[config.mk]
export PLATFORM = sky130hd
export DESIGN_NAME = garage_slot_counter
export DESIGN_NICKNAME = d
export VERILOG_FILES = /design/src/rtl/garage_slot_counter.sv
export SDC_FILE = /design/constraint.sdc
export NUM_CORES = 1
export LEC_CHECK = 0
export ABC_AREA = 1
export CORE_AREA = 2 2 70 72
export DETAILED_ROUTE_END_ITERATION = 10
export DIE_AREA = 0 0 72 74
export GPL_ROUTABILITY_DRIVEN = 1
export HOLD_SLACK_MARGIN = 0.06
export PLACE_DENSITY = 0.58
export SKIP_LAST_GASP = 1
export SYNTH_ARGS = -nofsm -noshare
export SYNTH_HDL_FRONTEND = slang
export SYNTH_HIERARCHICAL = 1
export SYNTH_SLANG_ARGS = --single-unit
[constraint.sdc]
create_clock -name clk -period 1.81 [get_ports clk]
set_input_delay 0.362 -clock clk [delete_from_list [all_inputs] [get_ports clk]]
set_output_delay 0.362 -clock clk [all_outputs]
set_load 0.02 [all_outputs]
[src/rtl/garage_slot_counter.sv]
// Garage occupancy controller: debounced entry/exit sensors, gate sequencing,
// and a registered BCD free-slot count for the 7-segment decoder.

module gsc_debounce #(
    parameter int DEBOUNCE_CYCLES = 4
) (
    input  logic clk,
    input  logic rst,
    input  logic raw,
    output logic evt
);
    localparam int CW = (DEBOUNCE_CYCLES < 1) ? 1 : $clog2(DEBOUNCE_CYCLES + 1);

    logic          s1, s2, filt, filt_q;
    logic [CW-1:0] cnt;

    always_ff @(posedge clk or posedge rst) begin
        if (rst) begin
            s1     <= 1'b0;
            s2     <= 1'b0;
            filt   <= 1'b0;
            filt_q <= 1'b0;
            cnt    <= '0;
        end else begin
            s1     <= raw;
            s2     <= s1;
            filt_q <= filt;
            if (s2 == filt) begin
                cnt <= '0;
            end else if (cnt == CW'(DEBOUNCE_CYCLES - 1)) begin
                // Counter would reach the threshold on this edge: accept the new level.
                filt <= s2;
                cnt  <= '0;
            end else begin
                cnt <= cnt + CW'(1);
            end
        end
    end

    assign evt = filt & ~filt_q;
endmodule

module garage_slot_counter #(
    parameter int CAPACITY         = 9,
    parameter int DEBOUNCE_CYCLES  = 4,
    parameter int GATE_OPEN_CYCLES = 16
) (
    input  logic       clk,
    input  logic       rst,
    input  logic       entry_sensor,
    input  logic       exit_sensor,
    output logic [3:0] free_bcd,
    output logic       full,
    output logic       empty,
    output logic       gate_in_open,
    output logic       gate_out_open,
    output logic       reject
);
    localparam int NUM_SENSORS = 2;
    localparam int SEN_ENTRY   = 0;
    localparam int SEN_EXIT    = 1;
    localparam int TW          = $clog2(GATE_OPEN_CYCLES + 1);

    typedef enum logic [1:0] {IDLE, ENTRY_OPEN, EXIT_OPEN} state_t;

    logic [NUM_SENSORS-1:0] raw, evt;
    state_t                 state, state_nxt;
    logic [TW-1:0]          timer, timer_nxt;
    logic [3:0]             occ, occ_nxt;
    logic                   exit_ok, entry_ok, entry_rej;

    assign raw = {exit_sensor, entry_sensor};

    for (genvar g = 0; g < NUM_SENSORS; g++) begin : g_sen
        gsc_debounce #(.DEBOUNCE_CYCLES(DEBOUNCE_CYCLES)) u_db (
            .clk (clk),
            .rst (rst),
            .raw (raw[g]),
            .evt (evt[g])
        );
    end

    // Exit wins a tie; a simultaneous entry is dropped rather than queued.
    always_comb begin
        exit_ok   = (state == IDLE) & evt[SEN_EXIT] & ~empty;
        entry_ok  = (state == IDLE) & evt[SEN_ENTRY] & ~full & ~exit_ok;
        entry_rej = (state == IDLE) & evt[SEN_ENTRY] & full & ~exit_ok;
        state_nxt = state;
        timer_nxt = timer;
        occ_nxt   = occ;
        case (state)
            IDLE: begin
                if (exit_ok) begin
                    state_nxt = EXIT_OPEN;
                    timer_nxt = TW'(GATE_OPEN_CYCLES - 1);
                    occ_nxt   = occ - 4'd1;
                end else if (entry_ok) begin
                    state_nxt = ENTRY_OPEN;
                    timer_nxt = TW'(GATE_OPEN_CYCLES - 1);
                    occ_nxt   = occ + 4'd1;
                end
            end
            ENTRY_OPEN, EXIT_OPEN: begin
                if (timer == '0) state_nxt = IDLE;
                else             timer_nxt = timer - TW'(1);
            end
            default: state_nxt = IDLE;
        endcase
    end

    // Display/status flags are taken from occ_nxt so they move with the count.
    always_ff @(posedge clk or posedge rst) begin
        if (rst) begin
            state    <= IDLE;
            timer    <= '0;
            occ      <= '0;
            free_bcd <= 4'(CAPACITY);
            full     <= 1'b0;
            empty    <= 1'b1;
            reject   <= 1'b0;
        end else begin
            state    <= state_nxt;
            timer    <= timer_nxt;
            occ      <= occ_nxt;
            free_bcd <= 4'(CAPACITY) - occ_nxt;
            full     <= (occ_nxt == 4'(CAPACITY));
            empty    <= (occ_nxt == 4'd0);
            reject   <= entry_rej;
        end
    end

    always_comb begin
        gate_in_open  = 1'b0;
        gate_out_open = 1'b0;
        case (state)
            ENTRY_OPEN: gate_in_open  = 1'b1;
            EXIT_OPEN:  gate_out_open = 1'b1;
            default: ;
        endcase
    end
endmodule
# Word-level counts from Yosys, hierarchy flattened
# Index checks and enable logic that the tools add are counted.
# classes
add_sub_neg	6
mul	0
n_div	0
magnitude_cmp	0
eq_ne	10
n_shift	0
muxes	17
n_bitwise	16
n_reduce_logical	9
# ops
operator	count
two-way mux 5 bit	3
two-way mux 3 bit	4
two-way mux 4 bit	3
case mux 5 bit (2 select lines)	1
bitwise AND 1 bit	9
NOT 1 bit	7
adder 3 x 1 -> 3 bit, second input constant	2
== test 3 x 2 -> 1 bit, second input constant	2
two-way mux 2 bit	3
AND reduction 2 bit	3
logical NOT 5 bit	1
subtractor 5 x 1 -> 5 bit, second input constant	1
adder 4 x 1 -> 4 bit, second input constant	1
== test 4 bit, second input constant	1
logical NOT 4 bit	1
inequality test 2 bit, second input constant	2
case mux 2 bit (2 select lines)	1
subtractor 4 x 1 -> 4 bit, second input constant	1
subtractor 4 bit, first input constant	1
inequality test 3 bit, second input constant	1
AND reduction 3 bit	1
== test 1 bit	2
== test 2 x 1 -> 1 bit, second input constant	1
== test 2 bit, second input constant	1
other kinds (4)	5
# totals
ff_bits	32
latchBits	0
ramBits	0
rom_bits	0
in_bits	4
output_inout_bits	9
word_cells	75
mem_count	0

# Longest topological paths before layout
# Gate-level depths: netlist of the first run.
# depth
ltp_word	10
mapped_depth	12
mapped_depth_nobuf	12

# Cells and area by module
# Netlist of the first run, hierarchy kept.
# modules_own_cells
module	n_inst	cells_per_inst	area_per_inst_um2	seq_area_each_um2
garage_slot_counter	1	130	983.4	429.2
gsc_debounce	2	28	271.5	175.2

# Worst setup path before layout of the first run
# No wires, ideal clock.
# synth_path
kind	register -> register
start	register state[0]
end	register timer[2]
setup_time_ns	0.129
arrival_time_ns	1.317
t_required_ns	1.681
slack_ns	0.364
stages_incl_launch_ff	10
path_buffers	0
period_less_slack_ns	1.446
cell_sequence	dfrtp_1 inv_1 ha_1 nand2_2 nor2_2 nor2_1 inv_1 nand3_2 o21ai_0 nand3_1
# synth_between
elab_chain_cells	7
elab_cells_between_ends	16
classes_between	eq/ne: 4; mux: 2; bitwise: 6; reduce/logical: 4
# synth_rtl
item	line	source
start, declared	67	state_t state, state_nxt;
start signal, assigned	122	state <= state_nxt;
logical NOT 2 bit	85, 86, 91	
bitwise AND 1 bit (2 in a row)	85	exit_ok = (state == IDLE) & evt[SEN_EXIT] & ~empty;
NOT 1 bit	86	entry_ok = (state == IDLE) & evt[SEN_ENTRY] & ~full & ~exit_ok;
bitwise AND 1 bit	86	
inequality test 3 bit (no source line)	n/a	
AND reduction 3 bit (no source line)	n/a	
end signal, assigned	123	timer <= timer_nxt;
end, declared	68	logic [TW-1:0] timer, timer_nxt;
# Several ways; a longest one is shown, not always the timed one.
# A chain may end at the register's enable or synchronous reset.

# Worst setup path after layout of the first run
# layout_path
start	register free_bcd[0]
end	output port free_bcd[0]
# layout_lines
item	line	source
start, declared	52	output logic [3:0] free_bcd,
start signal, assigned	117	free_bcd <= 4'(CAPACITY);
start signal, assigned	125	free_bcd <= 4'(CAPACITY) - occ_nxt;
# No word-level cell between the ends.

==> results.md, run 1 <==
- Htree depth: 2
- Initial antenna violation count: 0
- Largest net degree at the start of global routing: 18
- Worst R2R Path Depth: 11
- Slew Limit Fails: 0
- Number of port buffers: 12
- R2R Path End: free_bcd[3]
- Antenna diodes: 0
- Seq/Total Area, Yosys: 51.1%
- Fin nets: 218
- Clock Sinks: 31
- Setup TNS: 0 ns
- Final GP Congestion: 0.818
- RSZ-0062 raised after global routing: false
- Sw frac: 43.4%
- GR Util All Layers: 11.5%
- FP Rows: 25
- Final Hold Vio Count: 0
- Drt drc: 0
- CP max-delay cell: clkdlybuf4s50_1
- Max clock buf depth: 2
- Worst Hold Path EP: g_sen[1].u_db/s2
- Logic pwr share: 47.5%
- Power after layout: 3160 uW
- Synth Area per Inst: 8.21 um^2
- Drt pass-1 iters: 4
- CTS tree: built
- Die width: 72 um
- Cts-stage hold buffer count: 0
- Fin crit share: 96.5%
- Drt total wl: 2.68 mm
- Sw power: 1370 uW
- DR vias: 1147
- First-pass GRT wire length: 4.76 mm
- Internal: 1790 uW
- Most common cell after layout, fill and taps aside: nand2_1
- Worst-path clk slew: 0.07 ns
- Min-Delay Path Depth: 0
- Die area: 5330 um^2
- Slew @ Worst Pin: 0.280 ns
- Peak VDD IR: 739 uV
- Layout cells sized above 1: 13.5%
- CP max stage delay: 0.59 ns
- Clock Power Share: 16.9%
- CP startpoint kind: flop
- Commonest cells after routing, fill and taps aside: 50 x nand2_1, 35 x inv_1, 28 x dfrtp_1
- Yosys reg bits: 31
- Synth Warn #: 6
- Vias in the first global route: 1073
- Core ar.: 4600 um^2
- Synth cell types: 19
- Hold Path Class: reg -> reg
- Syn nets: 198
- Clk_skew: 0.00617 ns
- Post-Syn Area: 1530 um^2
- Die Height: 74 um
- HP Start: g_sen[1].u_db/s1
- Endpoints failing setup: 0
- Crit path DAT: 1.39 ns
- Slew HR: 81.3%
- Initial DRC Count: 109
- CP Cell Sequence: clkdlybuf4s50_1
- Final HPWL DP: 2.01 mm
- Worst Path Max Fanout: 1
- R2r setup slk: 0.20 ns
- MaxCap Viol Count: 0
- Initial Util: 33.2%
- CP delay by family, top: buffers and inverters
- Fin crit period: 1.75 ns
- Seq pwr share: 35.6%
- Clk_lat worst skew: 0.28 ns
- Total I/O pin count: 13
- Worst path buffer plus inverter count: 1
- Vias per Instance: 4.39
- Worst reg2reg startpoint: state[0]
- Grt total ovfl: 0
- Area Growth Syn to Fin: 18.8%
- CP Data Required Time: 1.45 ns
- PwrDens: 1740 nW/um^2
- Routed Antenna Nets: 0
- CP endpoint kind: output port
- Syn Inst Count: 186
- Status: completed
- CTS Root Cell: clkbuf_8
- Max Clk Rate: 572 MHz
- LEAKAGE: 0.000960 uW
- Core Util, Final: 39.4%
- Fillers: 471
- WL/cell: 10.3 um
- CTS buffer count: 5
- Critical path type: reg -> out
==> cells by family after synthesis <==
| group | Yosys count | share of synthesized area [%] |
|---|---|---|
| adders and majority gates | 8 | 6.56 |
| and+or+nand+nor | 95 | 27.2 |
| AOI/OAI and AO/OA | 10 | 3.28 |
| xor gates and xnor gates | 4 | 2.30 |
| DFF | 31 | 51.1 |
| buffers and inverters | 38 | 9.59 |
==> what timing repair did <==
item,in CTS,in global routing
endpoints found under the setup margin,2,6
pin swaps,0,0
gates resized for setup,2,3
setup buffers,0,1
==> cell usage after synthesis, drive strengths merged <==
cell     n  area (um^2)
a21oi    2         10.0
buf      1         7.51
dfrtp   28          701
dfstp    3         78.8
ha       8          100
inv     37          139
nand2   60          250
nand3   14         75.1
nand3b   1         7.51
nand4    1         6.26
nor2    17         66.3
nor3     2         10.0
o21ai    8         40.0
xnor2    1         8.76
xor2     3         26.3
==> state kept, by name (all words and copies together), names as in the netlist <==
register	cells
g_sen.u_db/cnt	6
g_sen.u_db/filt	2
timer	5
occ	4
free_bcd	3
g_sen.u_db/s2	2
full	1
reject	1
g_sen.u_db/s1	2
g_sen.u_db/filt_q	2
empty	1
state	2
==> final cells by class <==
cell class | instances | area [um^2] | share of cell area (%)
flip-flops and latches | 31 | 779 | 43.0
clock inverters | 3 | 20.0 | 1.10
inverters | 37 | 139 | 7.66
well taps | 54 | 67.6 | 3.73
clock buffers | 5 | 68.8 | 3.80
multi-input cells | 117 | 603 | 33.3
repair buffers | 14 | 135 | 7.45
==> worst max-delay path by stage <==
stage                                   from          end  cells past startpoint
final                            free_bcd[0]  free_bcd[0]                      1
after CTS                              empty        empty                      1
after global routing      g_sen[1].u_db/filt     timer[3]                     12
after global placement              state[0]        empty                      8
after floorplan                     state[0]     timer[2]                      9
after detailed placement            state[0]  free_bcd[3]                     11
==> stage by stage <==
stage,hold slack (ns),instances,cell area (um^2),setup slack [ns]
finish,0.351,261,1810,0.0628
global placement,0.333,252,1710,0.182
floorplan,0.165,186,1530,0.364
CTS,0.354,260,1800,0.0106
detailed placement,0.337,252,1710,0.151
global route,0.370,261,1810,0.0192
==> power by group through the flow <==
stage	logic, uW	clock network (uW)	registers, uW
after global placement	1480	0	1130
after floorplan	1080	0	1150
after CTS	1490	555	1130
after detailed placement	1490	0	1140
after global routing	1750	583	1150
final	1500	533	1120
==> layer usage <==
layer  global-route usage, %  vias to the layer above  part of all wire, %
li1                        -                      604                    -
met1                    14.4                      515                   46
met2                    18.5                       24                   49
met3                    3.39                        4                  3.3
met4                    5.66                        0                  1.5
met5                       0                        -                    0
(Power assumes the default switching activity.)
==> run 2: changes to the inputs <==
GPL_ROUTABILITY_DRIVEN = 0   (was 1)
clock period = 2.05 ns   (was 1.81 ns; I/O delays follow)
==> results.md, run 2 (synthesis results as in run 1) <==
- Grt total ovfl: 0
- CP delay by family, top: buffers and inverters
- Initial DRC Count: 97
- Slew Limit Fails: 0
- CP startpoint kind: flop
- Post-place setup slack: 0.371 ns
- MaxCap Viol Count: 0
- Slew @ Worst Pin: 0.280 ns
- Drt total wl: 2.61 mm
- Crit path DAT: 1.48 ns
- Die Height: 74 um
- Die area: 5330 um^2
- Setup TNS: 0 ns
- Max reg flops: 6
- Peak VDD IR: 462 uV
- Vias per Instance: 4.33
- Commonest cells after routing, fill and taps aside: 50 x nand2_1, 35 x inv_1, 28 x dfrtp_1
- Met1 WL: 1.27 mm
- Antenna diodes: 0
- Worst-path clk slew: 0.07 ns
- Max Clk Rate: 529 MHz
- Layout cells sized above 1: 12.6%
- Core Util, Final: 39.8%
- Htree depth: 2
- Max clock buf depth: 2
- Final HPWL DP: 2.02 mm
- CTS Root Cell: clkbuf_8
- Worst Path Max Fanout: 3
- Fin nets: 217
- Hold Path Class: reg -> reg
- Clk_skew: 0.00887 ns
- LEAKAGE: 0.000954 uW
- Status: completed
- Fin crit period: 1.89 ns
- WL/cell: 10.0 um
- First-pass GRT wire length: 4.86 mm
- PwrDens: 1590 nW/um^2
- Top sig layer: met4
- Critical path type: reg -> out
- Worst Slack Setup Final: 0.160 ns
- Fin area: 1830 um^2
- Number of port buffers: 12
- WL met2: 1.24 mm
- Initial Util: 33.2%
- CTS buffer count: 5
- Final Hold Vio Count: 0
- Most flops, register: g_sen.u_db/cnt
- Core ar.: 4600 um^2
- GR Util All Layers: 12.0%
- Setup repair bufs after CTS: 0
- CP max stage delay: 0.59 ns
- Drt drc: 0
- CTS tree: built
- CP max-delay cell: clkdlybuf4s50_1
- Most common cell after layout, fill and taps aside: nand2_1
- FP Rows: 25
- Top flop regs: g_sen.u_db/cnt (6), timer (5), occ (4)
- Metal3 WL: 66 um
- Die width: 72 um
- Initial antenna violation count: 0
- CP Data Required Time: 1.64 ns
- Cts-stage hold buffer count: 0
- R2r setup slk: 0.37 ns
- Fin crit share: 92.2%
- Clk_lat worst skew: 0.27 ns
- Slew HR: 81.1%
- RSZ-0062 raised after global routing: false
- Area Growth Syn to Fin: 20.0%
- Clock Sinks: 31
- Worst path buffer plus inverter count: 2
- Drt pass-1 iters: 4
- CP Cell Sequence: inv_1 -> ha_1 -> clkdlybuf4s50_1
- CP endpoint kind: output port
- Largest net degree at the start of global routing: 18
- Vias in the first global route: 1168
- Endpoints failing setup: 0
- Hold WS: 0.350 ns
- CTS-repair resized insts: 0
- DR vias: 1125
- Placed Instance Area: 1710 um^2
- Total I/O pin count: 13
- Routed Antenna Nets: 0
-- run 2: cell count changes in the layout (fill, tap and decap cells not counted), sizes merged --
| cell | before | now |
|---|---|---|
| dlygate4sd2 | 2 | 0 |
| clkbuf | 5 | 6 |
| bufinv | 0 | 1 |
| clkdlybuf4s50 | 9 | 12 |
| clkinvlp | 2 | 0 |
| dlymetal6s2s | 1 | 0 |
| buf | 2 | 1 |
-- run 2: path summary, 6_finish.rpt --
path	cells past startpoint	from	endpoint
worst min-delay path	0	g_sen[1].u_db/s1	g_sen[1].u_db/s2
worst max register to register	8	state[0]	empty
min in group asynchronous	2	rst	g_sen[0].u_db/filt_q
max in group asynchronous	3	rst	free_bcd[0]
worst max-delay path	3	state[0]	gate_out_open
worst min register to register	0	g_sen[1].u_db/s1	g_sen[1].u_db/s2
-- run 2: where the power goes --
group | switching, uW | internal, uW | leakage (uW)
clock network | 220 | 393 | 0.0000612
registers | 145 | 844 | 0.000380
logic | 820 | 489 | 0.000512
-- run 2: final cells by class --
type | count | area (um^2)
flip-flops and latches | 31 | 779
fillers | 486 | 2770
clock inverters | 2 | 35.0
well taps | 54 | 67.6
multi-input cells | 117 | 601
repair buffers | 13 | 128
clock buffers | 6 | 82.6
inverters | 37 | 139
-- run 2: metal layers --
| layer | GRT usage [%] | up-vias |
|---|---|---|
| li1 | - | 597 |
| met1 | 13.9 | 515 |
| met2 | 20.0 | 11 |
| met3 | 4.20 | 2 |
| met4 | 5.87 | 0 |
| met5 | 0 | - |
-- run 2: per-stage QoR --
stage | std cells | total power [uW]
2_1_floorplan | 186 | 1970
3_3_place_gp | 252 | 2310
3_5_place_dp | 252 | 2320
4_1_cts | 260 | 2950
5_1_grt | 260 | 3220
6_report | 260 | 2910
